### src/rtl/add1_pkg.sv
// -----------------------------------------------------------------------------
// add1_pkg
// Shared types and constants for the add_1 full-adder cell.
//   CNT_W_DEFAULT : default width of the optional carry-event counter
//   add1_res_t    : packed {sum, carry} pair held by the registered path
// -----------------------------------------------------------------------------
package add1_pkg;

    localparam int CNT_W_DEFAULT = 8;

    typedef struct packed {
        logic sum;
        logic carry;
    } add1_res_t;

endpackage : add1_pkg

### src/rtl/add_1_half_add.sv
// -----------------------------------------------------------------------------
// half_add
// Combinational half adder, the building cell of add_1.
// Ports:
//   a, b : input bits
//   s    : sum   = a ^ b
//   c    : carry = a & b
// -----------------------------------------------------------------------------
module half_add (
    input  logic a,
    input  logic b,
    output logic s,
    output logic c
);

    assign s = a ^ b;
    assign c = a & b;

endmodule : half_add

### src/rtl/add_1.sv
// -----------------------------------------------------------------------------
// add_1
// 1-bit full adder for ripple-carry chains, with a registered copy of the
// result for pipelined consumers.
//
// Ports:
//   clk        : rising-edge clock
//   rst        : asynchronous, active-high reset
//   a, b       : addend bits
//   carry_in   : carry from the less-significant stage
//   in_valid   : capture strobe for the registered path
//   out        : combinational sum   (a ^ b ^ carry_in)
//   carry_out  : combinational carry ((a & b) | (carry_in & (a ^ b)))
//   out_q      : registered sum
//   carry_q    : registered carry
//   out_valid  : one-cycle pulse following each accepted in_valid
//   carry_cnt  : saturating count of captures with carry_out = 1
//                (present only when ADD1_CARRY_CNT_EN is defined)
//
// Configuration macro: ADD1_CARRY_CNT_EN enables the carry_cnt port/counter.
//
// Handshake: in_valid is sampled on every rising clk edge and is always
// accepted (there is no ready/backpressure). An accepted input appears on
// out_q/carry_q with out_valid=1 exactly one cycle later; when in_valid is
// low, out_valid drops and out_q/carry_q keep their last captured values.
// -----------------------------------------------------------------------------
module add_1
    import add1_pkg::*;
#(
    parameter int CNT_W = CNT_W_DEFAULT
) (
    input  logic             clk,
    input  logic             rst,
    input  logic             a,
    input  logic             b,
    input  logic             carry_in,
    input  logic             in_valid,
    output logic             out,
    output logic             carry_out,
    output logic             out_q,
    output logic             carry_q,
    output logic             out_valid
`ifdef ADD1_CARRY_CNT_EN
    ,
    output logic [CNT_W-1:0] carry_cnt
`endif
);

    // Elaboration-time guard on the counter width.
    if (CNT_W < 2 || CNT_W > 32) begin : g_cnt_w_check
        $error("add_1: CNT_W must be in 2..32");
    end

    // ------------------------------------------------------------------
    // Combinational full adder from two half adders. No clock or reset
    // involvement, so chained stages ripple within a single cycle.
    // ------------------------------------------------------------------
    logic s0, c0, c1;

    half_add u_ha0 (
        .a (a),
        .b (b),
        .s (s0),
        .c (c0)
    );

    half_add u_ha1 (
        .a (s0),
        .b (carry_in),
        .s (out),
        .c (c1)
    );

    // c0 and c1 are never both 1, so OR is the exact carry.
    assign carry_out = c0 | c1;

    // ------------------------------------------------------------------
    // Registered path
    // ------------------------------------------------------------------
    add1_res_t res_q, res_d;
    logic      valid_q, valid_d;

    always_comb begin
        res_d   = res_q;
        valid_d = in_valid;
        if (in_valid) begin
            res_d.sum   = out;
            res_d.carry = carry_out;
        end
    end

    always_ff @(posedge clk or posedge rst) begin
        if (rst) begin
            res_q   <= '0;
            valid_q <= 1'b0;
        end else begin
            res_q   <= res_d;
            valid_q <= valid_d;
        end
    end

    assign out_q     = res_q.sum;
    assign carry_q   = res_q.carry;
    assign out_valid = valid_q;

`ifdef ADD1_CARRY_CNT_EN
    // ------------------------------------------------------------------
    // Saturating carry-event counter: counts accepted inputs that
    // produce a carry, sticking at all-ones instead of wrapping.
    // ------------------------------------------------------------------
    logic [CNT_W-1:0] cnt_q, cnt_d;

    always_comb begin
        cnt_d = cnt_q;
        if (in_valid && carry_out && (cnt_q != {CNT_W{1'b1}})) begin
            cnt_d = cnt_q + CNT_W'(1);
        end
    end

    always_ff @(posedge clk or posedge rst) begin
        if (rst) begin
            cnt_q <= '0;
        end else begin
            cnt_q <= cnt_d;
        end
    end

    assign carry_cnt = cnt_q;
`endif

endmodule : add_1

### config.mk
export PLATFORM = sky130hd
export DESIGN_NAME = add_1
export DESIGN_NICKNAME = d
export VERILOG_FILES = /design/src/rtl/add1_pkg.sv /design/src/rtl/add_1_half_add.sv /design/src/rtl/add_1.sv
export SDC_FILE = /design/constraint.sdc
export NUM_CORES = 1
export LEC_CHECK = 0
export CAP_MARGIN = 0
export CORE_AREA = 2 2 39 41
export DETAILED_ROUTE_END_ITERATION = 8
export DIE_AREA = 0 0 41 43
export PLACE_DENSITY = 0.45
export SLEW_MARGIN = 20
export SYNTH_ARGS = -nofsm -noshare
export SYNTH_HDL_FRONTEND = slang
export SYNTH_HIERARCHICAL = 1
export SYNTH_SLANG_ARGS = --single-unit
export TNS_END_PERCENT = 1
### constraint.sdc
create_clock -name clk -period 1 [get_ports clk]
set_input_delay 0.1 -clock clk [delete_from_list [all_inputs] [get_ports clk]]
set_output_delay 0.1 -clock clk [all_outputs]
set_load 0.05 [all_outputs]
==> impl_metrics.env <==
export IMPL_wl_per_cell_um=9.179
export IMPL_io_pins=11
export IMPL_nNetsFinal=32
export IMPL_ir_worst_vdd_mv=0.5109
export IMPL_cts_buffer_depth=2
export IMPL_fp_dieH_um=43
export IMPL_root_buffer="clkbuf_4"
export IMPL_finalSetupViolCount=1
export IMPL_tightest_slew_ns=0.1477
export IMPL_hold_violations=0
export IMPL_skew_ns=0
export IMPL_fin_crit_ns=1.056
export IMPL_final_cell_mix="buf_12, dfrtp_1, clkbuf_4"
export IMPL_remaining_drc_errors=0
export IMPL_violations="setup timing"
export IMPL_wl_met2_um=139
export IMPL_switching_share=0.3266
export IMPL_end_kind="output port"
export IMPL_clk_pin_slew_ns=0.04
export IMPL_gp_congestion=0.5872
export IMPL_coreArea_um2=1384
export IMPL_grt_max_degree=4
export IMPL_cts_made_buffers=3
export IMPL_grt_pass1_vias=145
export IMPL_drt_met1_wl_um=150
export IMPL_layout_commonest_cell="buf_12"
export IMPL_cts_setup_buffers=0
export IMPL_leakage_nw=0.1576
export IMPL_syn_nets=17
export IMPL_p_int_w=0.0004345
export IMPL_grt_overflow=0
export IMPL_cp_data_arrival_time_ns=0.96
export IMPL_synth_cell_types=6
export IMPL_max_freq_mhz=946.6
export IMPL_power_frac_clock=0.325
export IMPL_cts_max_level=1
export IMPL_critPathLaunchType="primary input"
export IMPL_vias_per_cell=2.923
export IMPL_slew_headroom=0.9012
export IMPL_drtIter0Drc=0
export IMPL_rsz0062_at_grt="yes"
export IMPL_portBuffers=10
export IMPL_path_class="in2out"
export IMPL_reg2reg_depth=1
export IMPL_layout_drive_gt1_share=0.6522
export IMPL_drv_cap=0
export IMPL_finalMaxSlewViolations=0
export IMPL_power_density_nw_per_um2=1809
export IMPL_combPwrFrac=0.433
export IMPL_ys_warn_count=6
export IMPL_final_cells=39
export IMPL_num_rows=14
export IMPL_critPathRequiredTime_ns=0.90
export IMPL_clock_sinks=3
export IMPL_syn_inst=9
export IMPL_layout_setup_ws_ns=-0.05637
export IMPL_path_max_fanout=2
export IMPL_status="finished with violations"
export IMPL_seq_power_share=0.243
export IMPL_grt_use_total=0.05539
export IMPL_dp_cells=35
export IMPL_clkLatencyLatePin_ns=0.23
export IMPL_initial_core_util=0.09855
export IMPL_die_w_um=41
export IMPL_die_area_um2=1763
export IMPL_avgSynthCellArea_um2=15.15
export IMPL_min_path_type="in2async"
export IMPL_antenna_found_initial=0
export IMPL_synth_seq_area_share=0.5505
export IMPL_synth_area_um2=136.4
export IMPL_dr_pass1_iters=1
export IMPL_dpl_worst_slack_ns=-0.5995
export IMPL_area_growth_synth_to_final_pct=161.5
export IMPL_wl_um=358
export IMPL_hold_buffers=0
export IMPL_grt_first_pass_wirelength_um=558
export IMPL_power_w=0.0006452
export IMPL_period_share=1.056
export IMPL_cts_tree="built"
export IMPL_wl_met3_um=68
export IMPL_ys_ff_latch=3
export IMPL_top_layer_used="met3"
export IMPL_setup_tns_ns=-0.05637
export IMPL_vias=114
export IMPL_num_antenna_cells=0
export IMPL_drt_antenna_violating_nets=0
export IMPL_p_switching_w=0.0002107
==> timing repair <==
item	in CTS	in global routing
endpoints found under the hold margin	0	0
endpoints found under the setup margin	4	1
pin swaps	2	1
cloned	0	0
resized for setup	13	0
==> cell usage after synthesis <==
| library cell | instances | area share |
|---|---|---|
| mux2_2 | 1 | 0.083 |
| mux2_4 | 1 | 0.11 |
| dfrtp_1 | 3 | 0.55 |
| or2_1 | 1 | 0.046 |
| inv_1 | 1 | 0.027 |
| ha_1 | 2 | 0.18 |
==> stage by stage <==
stage            util  hold WS [ns]  cell area, µm²
5_1_grt        0.2577       0.05316           356.6
3_3_place_gp   0.2324        0.2845           321.6
2_1_floorplan       -       -0.1464           163.9
4_1_cts        0.2577       0.02945           356.6
6_report       0.2577       0.04024           356.6
3_5_place_dp   0.2324        0.2728           321.6
==> power groups by stage <==
stage / registers [W] / clock network [W] / logic [W]
floorplan: 0.000204 / 0 / 0.0000917
global placement: 0.000157 / 0 / 0.000273
detailed placement: 0.000158 / 0 / 0.000275
CTS: 0.000157 / 0.000224 / 0.000283
global route: 0.000159 / 0.000228 / 0.000294
finish: 0.000157 / 0.000209 / 0.000279
==> flip-flops by register name, summed over array words and instances (netlist names) <==
| name | count |
|---|---|
| out_valid | 1 |
| carry_q | 1 |
| out_q | 1 |
==> kinds of logic (layout without fill, tap and decap cells) <==
kind of cell,count (synthesis),count (layout),synth area share
and+or+nand+nor,1,1,0.04590
muxes,2,2,0.1926
buffers and inverters,1,15,0.02750
DFF,3,3,0.5504
adders and majority gates,2,2,0.1835
==> critical path, cell delays in order <==
cell and delay (ns):
buf_6 0.10, ha_4 0.23, ha_4 0.15, or2_4 0.23
buf_8 0.15
==> final timing paths <==
check                         from        end  slack [ns]
max                              b  carry_out       -0.06
max in group asynchronous      rst    carry_q        0.84
min                            rst      out_q        0.04
max reg2reg                  out_q      out_q        0.20
min reg2reg                carry_q    carry_q        0.57
min in group clk                 a    carry_q        0.33
==> layer usage <==
metal | vias to the layer above | track usage
li1 | 57 | -
met4 | 0 | 0.08000
met5 | - | 0
met1 | 46 | 0.05519
met3 | 0 | 0.03141
met2 | 11 | 0.06250
==> cell type report <==
type                            count  area, µm²
Tap cell                           16      20.02
Multi-Input combinational cell      5      85.08
Clock buffer                        4      26.28
Sequential cell                     3      75.07
Timing Repair Buffer               10      146.4
Fill cell                         144       1027
Inverter                            1      3.754
(Power assumes the default switching activity.)
